<file path="config.mk">
export PLATFORM = sky130hd
export DESIGN_NAME = vec_hazard_scoreboard
export DESIGN_NICKNAME = d
export VERILOG_FILES = /design/src/rtl/vec_hazard_scoreboard.sv
export SDC_FILE = /design/constraint.sdc
export NUM_CORES = 1
export LEC_CHECK = 0
export BUFFER_PORTS_ARGS = -buffer_cell sky130_fd_sc_hd__buf_2
export CAP_MARGIN = 5
export CORE_UTILIZATION = 50
export CTS_CLUSTER_SIZE = 28
export DETAILED_ROUTE_END_ITERATION = 6
export GPL_ROUTABILITY_DRIVEN = 0
export HOLD_SLACK_MARGIN = 0.08
export PLACE_DENSITY_LB_ADDON = 0.3
export SKIP_CTS_REPAIR_TIMING = 1
export SLEW_MARGIN = 10
export SYNTH_ARGS = -nofsm -noshare
export SYNTH_HDL_FRONTEND = slang
export SYNTH_SLANG_ARGS = --single-unit
</file>
<file path="constraint.sdc">
create_clock -name clk -period 5.1 [get_ports clk]
set_input_delay 1.02 -clock clk [delete_from_list [all_inputs] [get_ports clk]]
set_output_delay 1.02 -clock clk [all_outputs]
set_load 0.03 [all_outputs]
</file>
<file path="src/rtl/vec_hazard_scoreboard.sv">
// vec_hazard_scoreboard
//   Load-use hazard detector for the vector pipeline. A pending bit is kept for
//   every vector register with an in-flight memory load: it is set when the
//   load issues and cleared when the load writes back. Decode is stalled when
//   an operand comes from a load whose data does not exist yet, when a new
//   load would overwrite a register that is still pending, or when the
//   outstanding-load limit is reached.
//   Optional feature macro: HAZARD_STATS_EN adds a saturating stall_cycles
//   counter output.
//
//   Handshake: the ID instruction is accepted (issue=1) in the cycle where
//   dec_valid=1, flush=0 and stall=0. stall/bubble are purely combinational,
//   so the decision is made in the same cycle the instruction is presented.
//   A write-back in the same cycle as a read is forwarded, so it never stalls.
module vec_hazard_scoreboard #(
   parameter int NREG    = 16,
   parameter int REG_W   = 4,
   parameter int MAX_OUT = 4,
   parameter int CNT_W   = 3
) (
   input  logic             clk,
   input  logic             rst_n,
   input  logic             dec_valid,
   input  logic [REG_W-1:0] dec_r2,
   input  logic [REG_W-1:0] dec_r3,
   input  logic [1:0]       dec_extndsel,
   input  logic             dec_is_load,
   input  logic [REG_W-1:0] dec_dest,
   input  logic             flush,
   input  logic             wb_valid,
   input  logic [REG_W-1:0] wb_dest,
   output logic             stall,
   output logic             bubble,
   output logic             issue,
   output logic [NREG-1:0]  pending,
   output logic [CNT_W-1:0] out_cnt,
   output logic [1:0]       state,
`ifdef HAZARD_STATS_EN
   output logic [31:0]      stall_cycles,
`endif
   output logic             wb_err
);

   localparam logic [1:0] ST_RUN       = 2'b00;
   localparam logic [1:0] ST_HOLD_RAW  = 2'b01;
   localparam logic [1:0] ST_HOLD_FULL = 2'b10;

   logic [NREG-1:0]  pending_q, pending_d;
   logic [CNT_W-1:0] out_cnt_q, out_cnt_d;
   logic [1:0]       state_q, state_d;
   logic             wb_err_q, wb_err_d;

   logic [NREG-1:0]  wb_mask;
   logic [NREG-1:0]  pend_eff;
   logic [CNT_W-1:0] cnt_eff;
   logic             used2, used3;
   logic             wb_hit;
   logic             raw, waw, full;
   logic             load_tracked;
   logic             set_pend;

   // Hazard detection: pending view with the same-cycle write-back removed.
   always_comb begin
      wb_mask      = wb_valid ? (NREG'(1) << wb_dest) : '0;
      pend_eff     = pending_q & ~wb_mask;
      used2        = ~dec_extndsel[1];
      used3        = (dec_extndsel == 2'b00);
      wb_hit       = wb_valid & (wb_dest != '0) & pending_q[wb_dest];
      cnt_eff      = out_cnt_q - CNT_W'(wb_hit);
      load_tracked = dec_valid & dec_is_load & (dec_dest != '0);
      raw          = dec_valid & ((used2 & pend_eff[dec_r2]) | (used3 & pend_eff[dec_r3]));
      waw          = load_tracked & pend_eff[dec_dest];
      full         = load_tracked & (cnt_eff == CNT_W'(MAX_OUT));
      stall        = ~flush & (raw | waw | full);
      bubble       = stall;
      issue        = dec_valid & ~flush & ~stall;
      set_pend     = issue & dec_is_load & (dec_dest != '0);
   end

   // Next-state for tracking bits, outstanding count, error flag and FSM.
   always_comb begin
      pending_d = pending_q;
      if (wb_hit) pending_d[wb_dest] = 1'b0;
      if (set_pend) pending_d[dec_dest] = 1'b1;

      out_cnt_d = out_cnt_q + CNT_W'(set_pend) - CNT_W'(wb_hit);

      wb_err_d = wb_err_q | (wb_valid & ~wb_hit & (wb_dest != '0));

      // RAW/WAW hold has priority over the full-queue hold.
      if ((raw | waw) & ~flush)   state_d = ST_HOLD_RAW;
      else if (full & ~flush)     state_d = ST_HOLD_FULL;
      else                        state_d = ST_RUN;
   end

   // State registers, cleared asynchronously on reset.
   always_ff @(posedge clk or negedge rst_n) begin
      if (!rst_n) begin
         pending_q <= '0;
         out_cnt_q <= '0;
         state_q   <= ST_RUN;
         wb_err_q  <= 1'b0;
      end else begin
         pending_q <= pending_d;
         out_cnt_q <= out_cnt_d;
         state_q   <= state_d;
         wb_err_q  <= wb_err_d;
      end
   end

   assign pending = pending_q;
   assign out_cnt = out_cnt_q;
   assign state   = state_q;
   assign wb_err  = wb_err_q;

`ifdef HAZARD_STATS_EN
   logic [31:0] stall_cycles_q, stall_cycles_d;

   // Saturating count of stalled cycles.
   always_comb begin
      stall_cycles_d = stall_cycles_q;
      if (stall && (stall_cycles_q != 32'hFFFF_FFFF)) stall_cycles_d = stall_cycles_q + 32'd1;
   end

   // Stall statistics register.
   always_ff @(posedge clk or negedge rst_n) begin
      if (!rst_n) stall_cycles_q <= '0;
      else        stall_cycles_q <= stall_cycles_d;
   end

   assign stall_cycles = stall_cycles_q;
`endif

`ifndef SYNTHESIS
   // The outstanding count must always equal the number of pending bits.
   a_cnt_consistent : assert property (@(posedge clk) disable iff (!rst_n)
      (int'(out_cnt_q) == $countones(pending_q)) && (int'(out_cnt_q) <= MAX_OUT));
`endif

endmodule

</file>
==> run summary <==
Status - finished, final reports clean
Final Skew - 5.11 ps
Synthesis-to-layout area growth - 16.6%
Largest net degree at the start of global routing - 23
Top cell type's share of synthesized area - 30.5%
H-Tree Depth - 1
Global-route wire length before repair - 7750 um
Fin crit period - 4450 ps
Core Footprint - 3390 um^2
Clock tree buffer depth - 2
Endpoint type of the worst setup path - primary output
Vias - 1,889
Post-synthesis sequential area ratio - 30.5%
Ys Warns - 0
Routed len/inst - 18.0 um
Filler cells - 311
Max-slew violations - 0
Clock Sinks - 22
Antenna viol nets, final - 0
Ratio of cells with drive above 1 in the final layout - 29.7%
Actual slew at the worst max-slew pin - 856 ps
Setup TNS - 0 ps
Largest cells by area after synthesis - dfrtp_1 31%, mux4_2 8.7%, nand4_1 6.2%, o21ai_1 6.1%, o211ai_1 5.0%
Synthesized instance count - 196
Commonest non-fill, non-tap cells in the layout - 48 x buf_2, 22 x o21ai_1, 22 x dfrtp_1, 18 x nand4_1
Worst VDD drop - 226 uV
Clock latency on the worst-skew pair - 310 ps
Power Total - 707 uW
Clock root buffer - clkbuf_4
Die area - 3850 um^2
DP HPWL - 3970 um
Final wirelength - 5140 um
Nets@finish - 268
FF+latch count, synth - 22
# IOs - 49
Drc violations - 0
Leakage - 0.924 nW
Total gr overflow - 0
Tcrit/Tclk final - 87.2%
Syn Std Cell Area - 1800 um^2
Avg Inst Size Synth - 9.21 um^2
Pwr dens - 336 nW/um^2
Die W - 62.1 um
Hold WC Path Type - flip-flop to flip-flop
Unique masters post-synth - 53
Number of global-route vias before repair - 1,607
Worst endpoint data arrival time - 3430 ps
Critical Path Fanout Max - 10
Number of synthesized flops with an enable pin - 0
Ys async rst share - 100%
Initial Utilization - 53.2%
Total GRT Usage - 28.6%
Startpoint Class - input pin
Max-cap violations - 0
Setup violations, final - 0
Cell accounting for the most synthesized area - dfrtp_1
Buffers added on ports - 48
CTS Buf Count - 3
WS Path Type - input pin to primary output
CP Data Required Time - 4080 ps
Vias per cell - 6.63
RSZ-0062 raised after global routing - false
Clock slew at reported path FFs - 120 ps
Initial detailed-routing violation count - 308
Worst slew margin - 42.7%
Initial antenna violation count - 0
Row cnt - 21
Max Clk Rate - 225 MHz
Final hold violations - 0
CTS tree - done
Syn nets - 224
DR pass1 iterations - 5
Top FF cell, synth - dfrtp_1
Most common cell after layout, fill and taps aside - buf_2
Number of diodes - 0
Die Y-Extent - 62.1 um
state kept, by name (all words and copies together) (netlist names):
register  flops
out_cnt       3
pending      16
state         2
wb_err        1
worst paths after layout:
check	end	slack [ps]	cells past startpoint	startpoint
max in group asynchronous	pending[14]	4120	1	rst_n
min	wb_err	490	1	wb_err
min reg2reg	wb_err	490	1	wb_err
min in group asynchronous	state[1]	640	1	rst_n
max reg2reg	out_cnt[2]	1370	15	pending[15]
max	stall	650	10	wb_dest[0]
metal layers:
metal  share of wire [%]  GRT usage (%)  vias up
li1                    -              -      865
met1                  44           41.5      889
met2                  44           41.3      116
met3                 8.6           3.73       19
met5                   0              0        -
met4                 4.0           15.6        0
per-stage QoR:
| stage | setup slack [ps] | area, um^2 | util, % | hold slack (ps) | cells |
|---|---|---|---|---|---|
| finish | 654 | 2100 | 62.1 | 493 | 285 |
| floorplan | 533 | 1800 | - | 670 | 196 |
| CTS | 643 | 2100 | 62.1 | 499 | 285 |
| detailed placement | 543 | 2050 | 60.5 | 467 | 281 |
| global route | 485 | 2100 | 62.1 | 527 | 285 |
| global placement | 582 | 2050 | 60.5 | 462 | 281 |
cell families (layout without fill, tap and decap cells):
group	count (synthesis)	after routing	share of synthesized area, %
compound gates	73	73	28.4
simple gates	62	62	20.3
flops	22	22	30.5
buf+inv	22	65	5.69
mux	10	10	10.5
fa+ha+maj	4	4	3.19
xor+xnor	3	3	1.46
report_power, final:
group | internal [mW] | total [mW] | switching (mW)
Sequential | 0.210 | 0.253 | 0.0430
Combinational | 0.114 | 0.321 | 0.207
Clock | 0.0795 | 0.134 | 0.0540
Total | 0.403 | 0.707 | 0.304
area by class of cell:
class	count	area (um^2)	area share, %
inverters	12	45.0	2.14
multi-input cells	152	1150	54.7
flip-flops and latches	22	551	26.2
clock inverters	1	30.0	1.43
repair buffers	49	248	11.8
well taps	46	57.6	2.73
clock buffers	3	22.5	1.07
synth_stat cells, drive strengths merged, types with 2 or more instances:
library cell and n:
inv 12, clkbuf 6, and2 3, nor2b 2
nand2 9, o2111ai 7, dfrtp 22, o211a 2
o21ai 30, nand3b 4, nor2 10, nor3 4
o21bai 2, buf 4, or3 3, o22ai 3
mux2i 2, or2 2, nand2b 4, xnor2 2
o211ai 12, nand3 2, ha 3, nand4 18
mux4 7
worst max-delay path, stage by stage:
cell,delay (ps)
buf_2,210
mux4_2,520
mux4_2,490
o311a_1,180
ha_1,210
xor2_1,130
nand3b_1,110
nor2_1,200
o21ba_1,170
buf_2,190
Power figures use the tool's default switching activity.
